===== config.mk =====
export PLATFORM = sky130hd
export DESIGN_NAME = pcx_req_buffer
export DESIGN_NICKNAME = d
export VERILOG_FILES = /design/src/rtl/pcx_req_buffer.sv
export SDC_FILE = /design/constraint.sdc
export NUM_CORES = 1
export LEC_CHECK = 0
export CAP_MARGIN = 20
export CORE_MARGIN = 4
export CORE_UTILIZATION = 51
export DETAILED_ROUTE_END_ITERATION = 8
export PLACE_DENSITY_LB_ADDON = 0.2
export SLEW_MARGIN = 0
export SYNTH_ARGS = -nofsm -noshare
export SYNTH_HDL_FRONTEND = slang
export SYNTH_SLANG_ARGS = --single-unit

===== constraint.sdc =====
create_clock -name gclk -period 17.6 [get_ports gclk]
set_input_delay 3.52 -clock gclk [delete_from_list [all_inputs] [get_ports gclk]]
set_output_delay 3.52 -clock gclk [all_outputs]
set_load 0.05 [all_outputs]

===== src/rtl/pcx_req_buffer.sv =====
// pcx_req_buffer
// Captures SPARC core PCX requests (destination/atomic in pq, payload in pa),
// queues them in an in-order FIFO, presents the head to the system bridge over
// valid/ready and returns a one-cycle per-destination grant for every packet
// the bridge accepts.
module pcx_req_buffer #(
    parameter int DEPTH = 4,
    parameter int AW    = 2
) (
    input  logic           gclk,
    input  logic           reset,
    input  logic [4:0]     spc_pcx_req_pq,
    input  logic           spc_pcx_atom_pq,
    input  logic [123:0]   spc_pcx_data_pa,
    output logic [4:0]     pcx_spc_grant_px,
    output logic           pkt_valid,
    input  logic           pkt_ready,
    output logic [4:0]     pkt_dest,
    output logic           pkt_atom,
    output logic [123:0]   pkt_data,
    output logic [AW:0]    fifo_count,
    output logic           ovf_err,
    output logic           proto_err
);

    localparam logic [AW:0]   COUNT_FULL = (AW+1)'(DEPTH);
    localparam logic [AW:0]   COUNT_ONE  = (AW+1)'(1);
    localparam logic [AW-1:0] PTR_ONE    = AW'(1);

    // pq capture stage: holds destination/atomic until the payload arrives
    logic          pend_v_q,    pend_v_d;
    logic [4:0]    pend_dest_q, pend_dest_d;
    logic          pend_atom_q, pend_atom_d;

    // FIFO storage and bookkeeping
    logic [4:0]    dest_mem_q [DEPTH];
    logic [4:0]    dest_mem_d [DEPTH];
    logic          atom_mem_q [DEPTH];
    logic          atom_mem_d [DEPTH];
    logic [123:0]  data_mem_q [DEPTH];
    logic [123:0]  data_mem_d [DEPTH];
    logic [AW-1:0] wr_ptr_q,    wr_ptr_d;
    logic [AW-1:0] rd_ptr_q,    rd_ptr_d;
    logic [AW:0]   count_q,     count_d;

    // Grant pulse and sticky error flags
    logic [4:0]    grant_q,     grant_d;
    logic          ovf_q,       ovf_d;
    logic          proto_q,     proto_d;

    logic          fifo_empty;
    logic          fifo_full;
    logic          do_pop;
    logic          do_push;
    logic          ovf_evt;
    logic          multi_hot;

    // Handshake decode: a push at full is only legal when the head leaves the same cycle
    always_comb begin
        fifo_empty = (count_q == '0);
        fifo_full  = (count_q == COUNT_FULL);
        do_pop     = !fifo_empty && pkt_ready;
        do_push    = pend_v_q && (!fifo_full || do_pop);
        ovf_evt    = pend_v_q && fifo_full && !do_pop;
        // x & (x-1) clears the lowest set bit; anything left means two or more bits
        multi_hot  = |(spc_pcx_req_pq & (spc_pcx_req_pq - 5'd1));
    end

    // Next state of the pq capture stage
    always_comb begin
        pend_v_d    = (spc_pcx_req_pq != 5'd0);
        pend_dest_d = spc_pcx_req_pq;
        pend_atom_d = spc_pcx_atom_pq;
    end

    // FIFO tail write, head advance and occupancy tracking
    always_comb begin
        dest_mem_d = dest_mem_q;
        atom_mem_d = atom_mem_q;
        data_mem_d = data_mem_q;
        wr_ptr_d   = wr_ptr_q;
        rd_ptr_d   = rd_ptr_q;
        count_d    = count_q;

        if (do_push) begin
            dest_mem_d[wr_ptr_q] = pend_dest_q;
            atom_mem_d[wr_ptr_q] = pend_atom_q;
            data_mem_d[wr_ptr_q] = spc_pcx_data_pa;
            wr_ptr_d             = wr_ptr_q + PTR_ONE;
        end

        if (do_pop) begin
            rd_ptr_d = rd_ptr_q + PTR_ONE;
        end

        case ({do_push, do_pop})
            2'b10:   count_d = count_q + COUNT_ONE;
            2'b01:   count_d = count_q - COUNT_ONE;
            default: count_d = count_q;
        endcase
    end

    // Grant echoes the popped destination for exactly one cycle; errors are sticky
    always_comb begin
        grant_d = do_pop ? dest_mem_q[rd_ptr_q] : 5'd0;
        ovf_d   = ovf_q   || ovf_evt;
        proto_d = proto_q || multi_hot;
    end

    // Capture stage, pointers, count, grant and error registers
    always_ff @(posedge gclk or posedge reset) begin
        if (reset) begin
            pend_v_q    <= 1'b0;
            pend_dest_q <= 5'd0;
            pend_atom_q <= 1'b0;
            wr_ptr_q    <= '0;
            rd_ptr_q    <= '0;
            count_q     <= '0;
            grant_q     <= 5'd0;
            ovf_q       <= 1'b0;
            proto_q     <= 1'b0;
        end else begin
            pend_v_q    <= pend_v_d;
            pend_dest_q <= pend_dest_d;
            pend_atom_q <= pend_atom_d;
            wr_ptr_q    <= wr_ptr_d;
            rd_ptr_q    <= rd_ptr_d;
            count_q     <= count_d;
            grant_q     <= grant_d;
            ovf_q       <= ovf_d;
            proto_q     <= proto_d;
        end
    end

    // FIFO storage; cleared on reset so the head outputs read zero while empty after reset
    always_ff @(posedge gclk or posedge reset) begin
        if (reset) begin
            for (int i = 0; i < DEPTH; i++) begin
                dest_mem_q[i] <= 5'd0;
                atom_mem_q[i] <= 1'b0;
                data_mem_q[i] <= 124'd0;
            end
        end else begin
            for (int i = 0; i < DEPTH; i++) begin
                dest_mem_q[i] <= dest_mem_d[i];
                atom_mem_q[i] <= atom_mem_d[i];
                data_mem_q[i] <= data_mem_d[i];
            end
        end
    end

    // Output mapping: head entry is read straight from the registered storage
    always_comb begin
        pcx_spc_grant_px = grant_q;
        pkt_valid        = !fifo_empty;
        pkt_dest         = dest_mem_q[rd_ptr_q];
        pkt_atom         = atom_mem_q[rd_ptr_q];
        pkt_data         = data_mem_q[rd_ptr_q];
        fifo_count       = count_q;
        ovf_err          = ovf_q;
        proto_err        = proto_q;
    end

endmodule


* After elaboration in Yosys (flattened, before gate mapping)
Index checks and enable logic that the tools add are counted.
** Word-level totals
- Word-level logic and storage cells :: 70
- Output and inout bits :: 141
- Register bits :: 541
- Input port bits :: 133
** Cells by class
- Bitwise logic cells :: 3
- Add/sub/neg operators :: 5
- $lt $le $gt $ge :: 3
- Equality and inequality tests :: 3
- Multiplexer cells :: 20
- Reductions and logical operators :: 15
** Operators by type and width (count)
- bitwise mux 496 bit :: 1
- 2-to-1 mux 124 bit :: 3
- binary-select mux 124 bit (select 2 bit) :: 1
- demux 124 bit (select 2 bit) :: 1
- bitwise mux 20 bit :: 1
- 2-to-1 mux 5 bit :: 4
- binary-select mux 5 bit (select 2 bit) :: 1
- demux 5 bit (select 2 bit) :: 1
- greater-or-equal comparator 3 bit, second input constant :: 2
- NOT 2 -> 3 bit :: 2
- one-hot mux 3 bit (2 select lines) :: 1
- AND 5 bit :: 1
- logical AND 1 bit :: 5
- nonzero test 5 bit :: 1
- OR reduction 5 bit :: 1
- subtractor 5 x 1 -> 5 bit, second input constant :: 1
- adder 2 x 1 -> 2 bit, second input constant :: 2
- bitwise mux 4 bit :: 1
- adder 3 x 1 -> 3 bit, second input constant :: 1
- equality test 3 bit, second input constant :: 1
- logical NOT 1 bit :: 3
- logical NOT 3 bit :: 1
- logical OR 1 bit :: 3
- < comparator 3 x 1 -> 1 bit, second input constant :: 1
- other kinds (7) :: 9

* Depth between registers and ports, before layout
Gate-level depths: netlist of the first run.
- Depth after elaboration :: 7
- Gate-level depth with buffers :: 8

* Least setup slack after synthesis of the first run
OpenSTA, ideal clock, no wires.
- Kind :: reg2out
- Start point :: register rd_ptr_q[1]
- End point :: output port pkt_data[10]
- Arrival :: 1.678 ns
- Required time :: 14.080 ns
- Cell stages (with the launch flop) :: 4
- Slack :: 12.402 ns
- Path buffers :: 2
- Cell sequence :: dfrtp_1 buf_2 clkbuf_1 mux4_2
** On the way
- Longest elaborated chain between the ends :: 4
** RTL lines
- from (decl) :: RTL line 43 : logic [AW-1:0] rd_ptr_q, rd_ptr_d;
- from (signal assigned) :: RTL line 127 : rd_ptr_q <= rd_ptr_d;
- NOT 2 -> 3 bit (not written as such) :: RTL line 158 : pkt_data = data_mem_q[rd_ptr_q];
- binary-select mux 124 bit (select 2 bit) :: RTL line 158
- 2-to-1 mux 124 bit (not written as such) (2 in a row) :: RTL line 158
- to (decl) :: RTL line 20 : output logic [123:0] pkt_data,
Every way passes these cells. The select of a mux whose other input is x is not followed.

* Worst setup path in the final report of the first run
- Start point :: register rd_ptr_q[1]
- End point :: output port pkt_data[68]
The elaborated chain is that of the path after synthesis.

==> metrics.md, run 1 <==
| Metric | Value |
|---|---|
| Core Region | 0.0453 sq mm |
| Ports | 274 |
| CP max-delay cell | dfrtp_4 |
| Async SR Flop Fraction | 100% |
| Most used cell, CP | buf_4 |
| Final antenna-violating net count | 0 |
| Part of the Yosys area used for sequential elements | 58.0% |
| Latest clock arrival within the worst-skew pair | 0.60 ns |
| 1st-pass router iterations | 4 |
| DR iter-0 viols | 677 |
| Post-synthesis net count | 1,462 |
| Root Buffer | clkbuf_16 |
| Nets | 1,725 |
| Vias per cell | 5.57 |
| Crit path cell chain | buf_4 -> buf_4 -> mux4_2 -> clkdlybuf4s50_1 |
| Final Cycle Share | 46.0% |
| FP Rows | 78 |
| Initial core utilization | 51.6% |
| Fin. max-slew vios | 0 |
| Worst-path fanout max | 47 |
| Die height | 222 um |
| Post-cts repair resize count | 0 |
| Num CTS Buffers | 56 |
| Final core occ | 62.3% |
| Placed cell areas | 0.0263 sq mm |
| Startpoint class of the critical path | flop |
| Post-synth EDFFs | 0 |
| Clock slew at reported path FFs | 0.06 ns |
| Syn_area_per_cell | 17.6 sq um |
| Setup CP Type | reg -> out |
| Largest net degree at the start of global routing | 191 |
| Final Hold Fails | 0 |
| Port Buffers | 273 |
| DR vias | 12,400 |
| Final setup violation count | 0 |
| CP bufs+invs | 3 |
| Synth Instances | 1,323 |
| Slowest stage delay, CP | 0.95 ns |
| Cell area after layout | 0.0282 sq mm |
| Die area | 0.0493 sq mm |
| Most frequent cell after synthesis | dfrtp_1 |
| Pre-CTS setup slack | 9.95 ns |
| Initial antenna violation count | 7 |
| Worst setup margin | 9.50 ns |
| Worst slew pin tran | 1.05 ns |
| Post-DP HPWL | 29,900 um |
| CTS tree | built |
| Synth Cell Area | 0.0233 sq mm |
| Number of global-route vias before repair | 14,000 |
| Seq cells post-synth | 541 |
| Worst EP required | 14.08 ns |
| Yosys Warn Count | 0 |
| Gr ovfl total | 0 |
| Top cells by area, synth | dfrtp_1 58%, mux2_2 25%, mux4_2 13%, buf_6 1.9%, buf_2 0.73% |
| Arrival time worst endpoint | 4.58 ns |
| Fraction of layout cells with a size suffix above 1 | 47.1% |
| CTS Hold Buffers Added | 0 |
| Class of the worst hold path | reg -> reg |
| Wire length per cell | 22.1 um |
| Clock tree sinks | 541 |
| CP Capture Type | output port |
| Worst path top cell family by delay | buffers and inverters |
| Fmax | 0.123 GHz |
| Most common library cells after synthesis | 541 x dfrtp_1, 521 x mux2_2, 130 x mux4_2 |
| Htree depth | 2 |
| First-pass GRT wire length | 80,500 um |
| Clock buffer depth | 3 |
| Footprint of the multi-input gates | 0.00913 sq mm |
| Normalized max-slew margin | 29.8% |
| Min cycle time layout | 8.10 ns |
| Share of the synthesized area in the top cell type | 58.0% |
| Gr usage total | 20.4% |
| Total of max-cap violations | 0 |
| Post-synth top area cell | dfrtp_1 |
| Status | complete, no violations |
| Fillers | 3,378 |
| TNS Setup | 0 ns |
| RSZ-0062 raised after global routing | false |
| Synth unique cells | 24 |
| Register area | 0.0135 sq mm |
| Routed wire length | 49,500 um |
| Die width | 222 um |
| P&R area growth vs syn | 20.8% |
| Post-CTS setup buffer count | 0 |
| Routability Congestion | 0.735 |
| Final Skew | 0.0153 ns |
| Prevailing post-synth register cell | dfrtp_1 |
| Post-route DRC | 0 |
logic make-up after synthesis:
logic type,synth area share [%]
flip-flops,58.0
XOR/XNOR,0.225
multiplexers,37.7
AND/OR/NAND/NOR,0.536
AO/OA/AOI/OAI,0.113
adder cells (fa/ha/maj),0.397
buffers and inverters,3.03
final timing paths:
kind / depth (start not counted) / slack (ns) / end / startpoint
min: 1 / 0.45 / ovf_err / ovf_err
max in group asynchronous: 4 / 12.02 / data_mem_q[179] / reset
min in group asynchronous: 2 / 3.45 / data_mem_q[263] / reset
max reg2reg: 4 / 14.22 / pcx_spc_grant_px[4] / rd_ptr_q[1]
min reg2reg: 1 / 0.45 / ovf_err / ovf_err
max: 4 / 9.50 / pkt_data[68] / rd_ptr_q[1]
worst reg2reg max path, delay by kind of cell (launching register included):
kind	cells	cell delay, ns
buffers and inverters	2	1.65
DFF	1	0.95
muxes	1	0.49
and+or+nand+nor	1	0.18
layer usage:
metal	up-vias	global-route usage [%]	routed length, um
met1	6677	27.2	21000
li1	5475	-	-
met5	-	0	48
met4	8	5.14	955
met3	76	5.96	3170
met2	213	33.4	24300
registers in the layout, summed over array words and instances (netlist names), 2 cells and up:
register / count
data_mem_q: 496
atom_mem_q: 4
pcx_spc_grant_px: 5
fifo_count: 3
wr_ptr_q: 2
pend_dest_q: 5
dest_mem_q: 20
rd_ptr_q: 2
stage by stage:
step | hold WS [ns] | cells
CTS | 0.456 | 2231
global route | 0.464 | 2234
floorplan | 0.475 | 1323
detailed placement | 0.447 | 2127
finish | 0.454 | 2235
global placement | 0.442 | 2127
layout make-up:
cell class	count	share of cell area, %
inverters	6	0.0932
repair buffers	291	10.3
flip-flops and latches	541	48.0
diodes	3	0.0266
multi-input cells	690	32.4
clock inverters	23	0.732
clock buffers	81	5.77
well taps	600	2.66
cell usage in the layout, fill, tap and decap left out, types with 2 or more instances in the layout:
cell type / synthesis / final
and2_1: 5 / 5
buf_12: 0 / 2
buf_4: 5 / 15
bufinv_16: 0 / 3
clkbuf_1: 7 / 13
clkbuf_16: 0 / 57
clkbuf_8: 0 / 11
clkdlybuf4s50_1: 0 / 273
clkinv_2: 0 / 15
clkinvlp_4: 0 / 3
dfrtp_1: 541 / 539
dfrtp_4: 0 / 2
diode_2: 0 / 3
ha_1: 5 / 5
inv_1: 6 / 5
inv_6: 0 / 3
mux2_2: 521 / 521
mux4_2: 130 / 130
nand2_1: 5 / 5
nor2_4: 0 / 4
o21ai_0: 2 / 2
or3_1: 3 / 3
xnor2_1: 3 / 3
xor2_1: 3 / 3
Power of run 1 is left out: the tool's default activity adds up to more than one toggle a clock period on the data nets, which glitch-free logic cannot reach.
==> run 2: changes to the inputs <==
--- a/config.mk
+++ b/config.mk
@@ -7,7 +7,7 @@
 export LEC_CHECK = 0
 export CAP_MARGIN = 20
 export CORE_MARGIN = 4
-export CORE_UTILIZATION = 51
+export CORE_UTILIZATION = 55
 export DETAILED_ROUTE_END_ITERATION = 8
 export PLACE_DENSITY_LB_ADDON = 0.2
 export SLEW_MARGIN = 0
==> constraint.sdc (replaced) <==
create_clock -name gclk -period 7.7 [get_ports gclk]
set_input_delay 1.54 -clock gclk [delete_from_list [all_inputs] [get_ports gclk]]
set_output_delay 1.54 -clock gclk [all_outputs]
set_load 0.05 [all_outputs]
==> metrics.md, run 2 (synthesis gave the netlist of run 1 again) <==
| Metric | Value |
|---|---|
| Num CTS Buffers | 55 (-1.8%) |
| Final Cycle Share | 68.5% |
| Worst-path fanout max | 71 (+51%) |
| Cell area after layout | 0.0281 sq mm (-0.34%) |
| Vias per cell | 5.80 (+4.1%) |
| Placed cell areas | 0.0263 sq mm (-0.15%) |
| Clock buffer depth | 3 (unchanged) |
| CP max-delay cell | dfrtp_4 |
| CP Capture Type | output port |
| Wire length per cell | 22.4 um (+1.2%) |
| Htree depth | 2 (unchanged) |
| TNS Setup | 0 ns (unchanged) |
| Setup CP Type | reg -> out |
| Total of max-cap violations | 0 (unchanged) |
| 1st-pass router iterations | 6 (+2) |
| Hold Crit Depth | 1 (unchanged) |
| Initial antenna violation count | 8 (+1) |
| Min cycle time layout | 5.28 ns |
| Class of the worst hold path | reg -> reg |
| Post-route DRC | 0 (unchanged) |
| P&R area growth vs syn | 20.4% |
| Core Region | 0.0419 sq mm (-7.4%) |
| Ports | 274 (unchanged) |
| Largest net degree at the start of global routing | 185 (-3.1%) |
| CP bufs+invs | 2 (-1) |
| Clock tree sinks | 541 (unchanged) |
| Fraction of layout cells with a size suffix above 1 | 46.7% (-0.35 points) |
| Most flops, register | data_mem_q |
| Fmax | 0.190 GHz |
| Commonest non-fill, non-tap cell in the layout | dfrtp_1 |
| Die area | 0.0458 sq mm (-7.0%) |
| Root Buffer | clkbuf_16 |
| Normalized max-slew margin | 27.8% (-2.0 points) |
| Routability Congestion | 0.731 (-0.54%) |
| DR vias | 12,600 (+1.0%) |
| CTS tree | built |
| Crit path cell chain | buf_12 -> mux4_2 -> clkdlybuf4s50_1 |
| Worst path top cell family by delay | buffers and inverters |
| DR iter-0 viols | 627 (-7.4%) |
| Die width | 214 um (-3.6%) |
| Die height | 214 um (-3.6%) |
| Final setup violation count | 0 (unchanged) |
| Clock slew at reported path FFs | 0.06 ns (about the same) |
| Final Hold Fails | 0 (unchanged) |
| FF-to-FF path depth | 4 (unchanged) |
| Final Skew | 0.0301 ns (+0.0148 ns) |
| Fillers | 2,873 (-15%) |
| Port Buffers | 273 (unchanged) |
| Post-cts repair resize count | 0 (unchanged) |
| Max FFs per register | 496 (unchanged) |
| Fin. max-slew vios | 0 (unchanged) |
| Worst EP required | 6.16 ns (-7.92 ns) |
| Number of global-route vias before repair | 14,200 (+0.97%) |
| Routed wire length | 48,600 um (-1.8%) |
| RSZ-0062 raised after global routing | false |
| FP Rows | 75 (-3.8%) |
| Post-DP HPWL | 29,200 um (-2.3%) |
| Slowest stage delay, CP | 1.13 ns (+0.18 ns) |
| First-pass GRT wire length | 79,900 um (-0.75%) |
| Largest registers | data_mem_q (496), dest_mem_q (20) |
| Gr ovfl total | 0 (unchanged) |
| Arrival time worst endpoint | 3.74 ns (-0.84 ns) |
| Final antenna-violating net count | 0 (unchanged) |
| CP Depth | 3 (-1) |
| Latest clock arrival within the worst-skew pair | 0.61 ns (about the same) |
| CTS Hold Buffers Added | 0 (unchanged) |
| Nets | 1,723 (-0.12%) |
| Initial core utilization | 55.7% (+4.1 points) |
| Status | complete, no violations |
| Worst slew pin tran | 1.08 ns (+0.0297 ns) |
| Gr usage total | 21.8% (+1.4 points) |
| Most frequent cells in the layout | 539 x dfrtp_1, 521 x mux2_2, 273 x clkdlybuf4s50_1, 130 x mux4_2, 56 x clkbuf_16 |
| Post-CTS setup buffer count | 0 (unchanged) |
| Startpoint class of the critical path | flop |
run 2: final timing paths:
| kind | slack, ns | start | endpoint |
|---|---|---|---|
| max in group asynchronous | 4.53 | reset | data_mem_q[434] |
| worst max-delay path | 2.42 | rd_ptr_q[0] | pkt_dest[1] |
| worst max register to register | 4.75 | fifo_count[0] | data_mem_q[258] |
| min in group asynchronous | 1.52 | reset | data_mem_q[16] |
| worst min register to register | 0.46 | ovf_err | ovf_err |
| worst min-delay path | 0.46 | ovf_err | ovf_err |
run 2: metrics by stage:
step	setup WS [ns]	utilization [%]	hold WS [ns]	std cells
final	2.42	67.0	0.464	2169
after global routing	2.23	67.0	0.487	2167
after CTS	2.32	67.0	0.466	2164
after detailed placement	3.00	62.7	0.452	2066
after global placement	3.01	62.7	0.447	2066
after floorplan	-1.20	-	0.475	1323
run 2: worst register-to-register path: stages, from the launching register on:
cell and delay, ns:
dfrtp_1 0.54, nor4b_4 0.17, nor2_4 0.80, buf_4 0.86, mux2_2 0.45
run 2: layer usage:
| layer | wire (um) | track usage (%) | part of all wire (%) |
|---|---|---|---|
| met5 | 55 | 0 | 0.11 |
| met4 | 1130 | 6.25 | 2.3 |
| met3 | 2790 | 5.61 | 5.7 |
| met2 | 24200 | 36.7 | 50 |
| met1 | 20400 | 28.4 | 42 |
run 2: area by class of cell:
class | count | area (sq um) | share of cell area (%)
Tap cell | 539 | 674 | 2.40
Clock inverter | 8 | 80.1 | 0.285
Clock buffer | 90 | 1720 | 6.12
Inverter | 6 | 26.3 | 0.0935
Multi-Input combinational cell | 690 | 9130 | 32.5
Sequential cell | 541 | 13500 | 48.2
Antenna cell | 5 | 12.5 | 0.0445
Timing Repair Buffer | 290 | 2920 | 10.4
Power of run 2 is left out for the same reason.
==> run 3: changes to the inputs <==
==> constraint.sdc (replaced) <==
create_clock -name gclk -period 5.4 [get_ports gclk]
set_input_delay 1.08 -clock gclk [delete_from_list [all_inputs] [get_ports gclk]]
set_output_delay 1.08 -clock gclk [all_outputs]
set_load 0.05 [all_outputs]
==> metrics.md, run 3 (synthesis gave the netlist of run 1 again) <==
| Metric | Value |
|---|---|
| Status | complete, no violations |
| Commonest non-fill, non-tap cell in the layout | dfrtp_1 |
| Die width | 214 um (unchanged) |
| DR vias | 12,700 (+0.73%) |
| Routability Congestion | 0.748 (+2.3%) |
| Normalized max-slew margin | 35.5% (+7.7 points) |
| Min cycle time layout | 4.30 ns |
| CTS tree | built |
| Most frequent cells in the layout | 539 x dfrtp_1, 521 x mux2_2, 273 x clkdlybuf4s50_1, 130 x mux4_2, 56 x clkbuf_16 |
| Placed cell areas | 0.0264 sq mm (+0.30%) |
| Startpoint class of the critical path | flop |
| Fmax | 0.233 GHz |
| Post-route DRC | 0 (unchanged) |
| Most flops, register | data_mem_q |
| Largest net degree at the start of global routing | 164 (-11%) |
| Initial core utilization | 55.7% (unchanged) |
| Largest registers | data_mem_q (496), dest_mem_q (20) |
| Port Buffers | 273 (unchanged) |
| Root Buffer | clkbuf_16 |
| Num CTS Buffers | 55 (unchanged) |
| DR iter-0 viols | 676 (+7.8%) |
| Final core occ | 67.1% (+0.13 points) |
| Final Skew | 0.0175 ns (-0.0126 ns) |
| CP bufs+invs | 2 (unchanged) |
| Post-cts repair resize count | 0 (unchanged) |
| Gr usage total | 21.9% (+0.094 points) |
| Class of the worst hold path | reg -> reg |
| CTS Hold Buffers Added | 0 (unchanged) |
| Core Region | 0.0419 sq mm (unchanged) |
| Initial antenna violation count | 2 (-6) |
| Worst path top cell family by delay | buffers and inverters |
| FP Rows | 75 (unchanged) |
| Die height | 214 um (unchanged) |
| Final setup violation count | 0 (unchanged) |
| Post-CTS setup buffer count | 0 (unchanged) |
| Setup CP Type | reg -> out |
| Number of global-route vias before repair | 14,300 (+1.2%) |
| Ports | 274 (unchanged) |
| Routed wire length | 49,400 um (+1.6%) |
| Fillers | 2,867 (-0.21%) |
| 1st-pass router iterations | 4 (-2) |
| Max FFs per register | 496 (unchanged) |
| Die area | 0.0458 sq mm (unchanged) |
| Slowest stage delay, CP | 0.92 ns (-0.21 ns) |
| Final Hold Fails | 0 (unchanged) |
| Fin. max-slew vios | 0 (unchanged) |
| Worst EP required | 4.32 ns (-1.84 ns) |
| CP Capture Type | output port |
| Fraction of layout cells with a size suffix above 1 | 46.9% (+0.14 points) |
| First-pass GRT wire length | 80,600 um (+0.85%) |
| Worst-path fanout max | 36 (-49%) |
| Worst slew pin tran | 0.968 ns (-0.116 ns) |
| Wire length per cell | 22.7 um (+1.3%) |
| Clock tree sinks | 541 (unchanged) |
| Crit path cell chain | buf_4 -> mux4_2 -> clkdlybuf4s50_1 |
| Htree depth | 2 (unchanged) |
| Clock slew at reported path FFs | 0.06 ns (about the same) |
| Clock buffer depth | 3 (unchanged) |
| Cell area after layout | 0.0282 sq mm (+0.19%) |
| Arrival time worst endpoint | 3.22 ns (-0.52 ns) |
| Final antenna-violating net count | 0 (unchanged) |
| RSZ-0062 raised after global routing | false |
| P&R area growth vs syn | 20.6% |
| Vias per cell | 5.82 (+0.45%) |
| Post-DP HPWL | 29,900 um (+2.4%) |
| Total of max-cap violations | 0 (unchanged) |
| Final Cycle Share | 79.6% |
| CP max-delay cell | dfrtp_4 |
| Gr ovfl total | 0 (unchanged) |
| Nets | 1,730 (+0.41%) |
| Latest clock arrival within the worst-skew pair | 0.60 ns (about the same) |
[run 3: stage by stage]
| stage | setup TNS, ns | hold slack [ns] | instances | setup WS [ns] |
|---|---|---|---|---|
| floorplan | -1643.54 | 0.475 | 1323 | -3.04 |
| global placement | 0 | 0.458 | 2073 | 1.70 |
| detailed placement | 0 | 0.490 | 2073 | 1.65 |
| CTS | 0 | 0.503 | 2174 | 0.979 |
| global route | 0 | 0.509 | 2174 | 0.900 |
| finish | 0 | 0.500 | 2175 | 1.10 |
[run 3: path summary, 6_finish.rpt]
path	start	endpoint	slack, ns	cells past startpoint
max	rd_ptr_q[0]	pkt_data[91]	1.10	3
min	data_mem_q[61]	data_mem_q[61]	0.50	1
max reg2reg	fifo_count[1]	fifo_count[2]	2.78	8
min reg2reg	data_mem_q[61]	data_mem_q[61]	0.50	1
max in group asynchronous	reset	data_mem_q[336]	3.35	3
min in group asynchronous	reset	data_mem_q[12]	0.84	2
[run 3: cell type report]
cell class,instances,area (sq um),area share (%)
Clock buffer,87,1650,5.85
Multi-Input combinational cell,690,9130,32.4
Timing Repair Buffer,297,3000,10.7
Inverter,6,26.3,0.0933
Antenna cell,1,2.50,0.00888
Tap cell,539,674,2.39
Clock inverter,14,138,0.489
Sequential cell,541,13500,48.1
[run 3: metal layers]
layer / up-vias / share of wire (%) / global-route usage, %
met4: 4 / 1.6 / 4.41
met3: 65 / 5.8 / 6.01
met5: - / 0.055 / 0
met2: 245 / 49 / 36.1
met1: 6873 / 43 / 29.8
li1: 5479 / - / -
Power of run 3 is left out for the same reason.
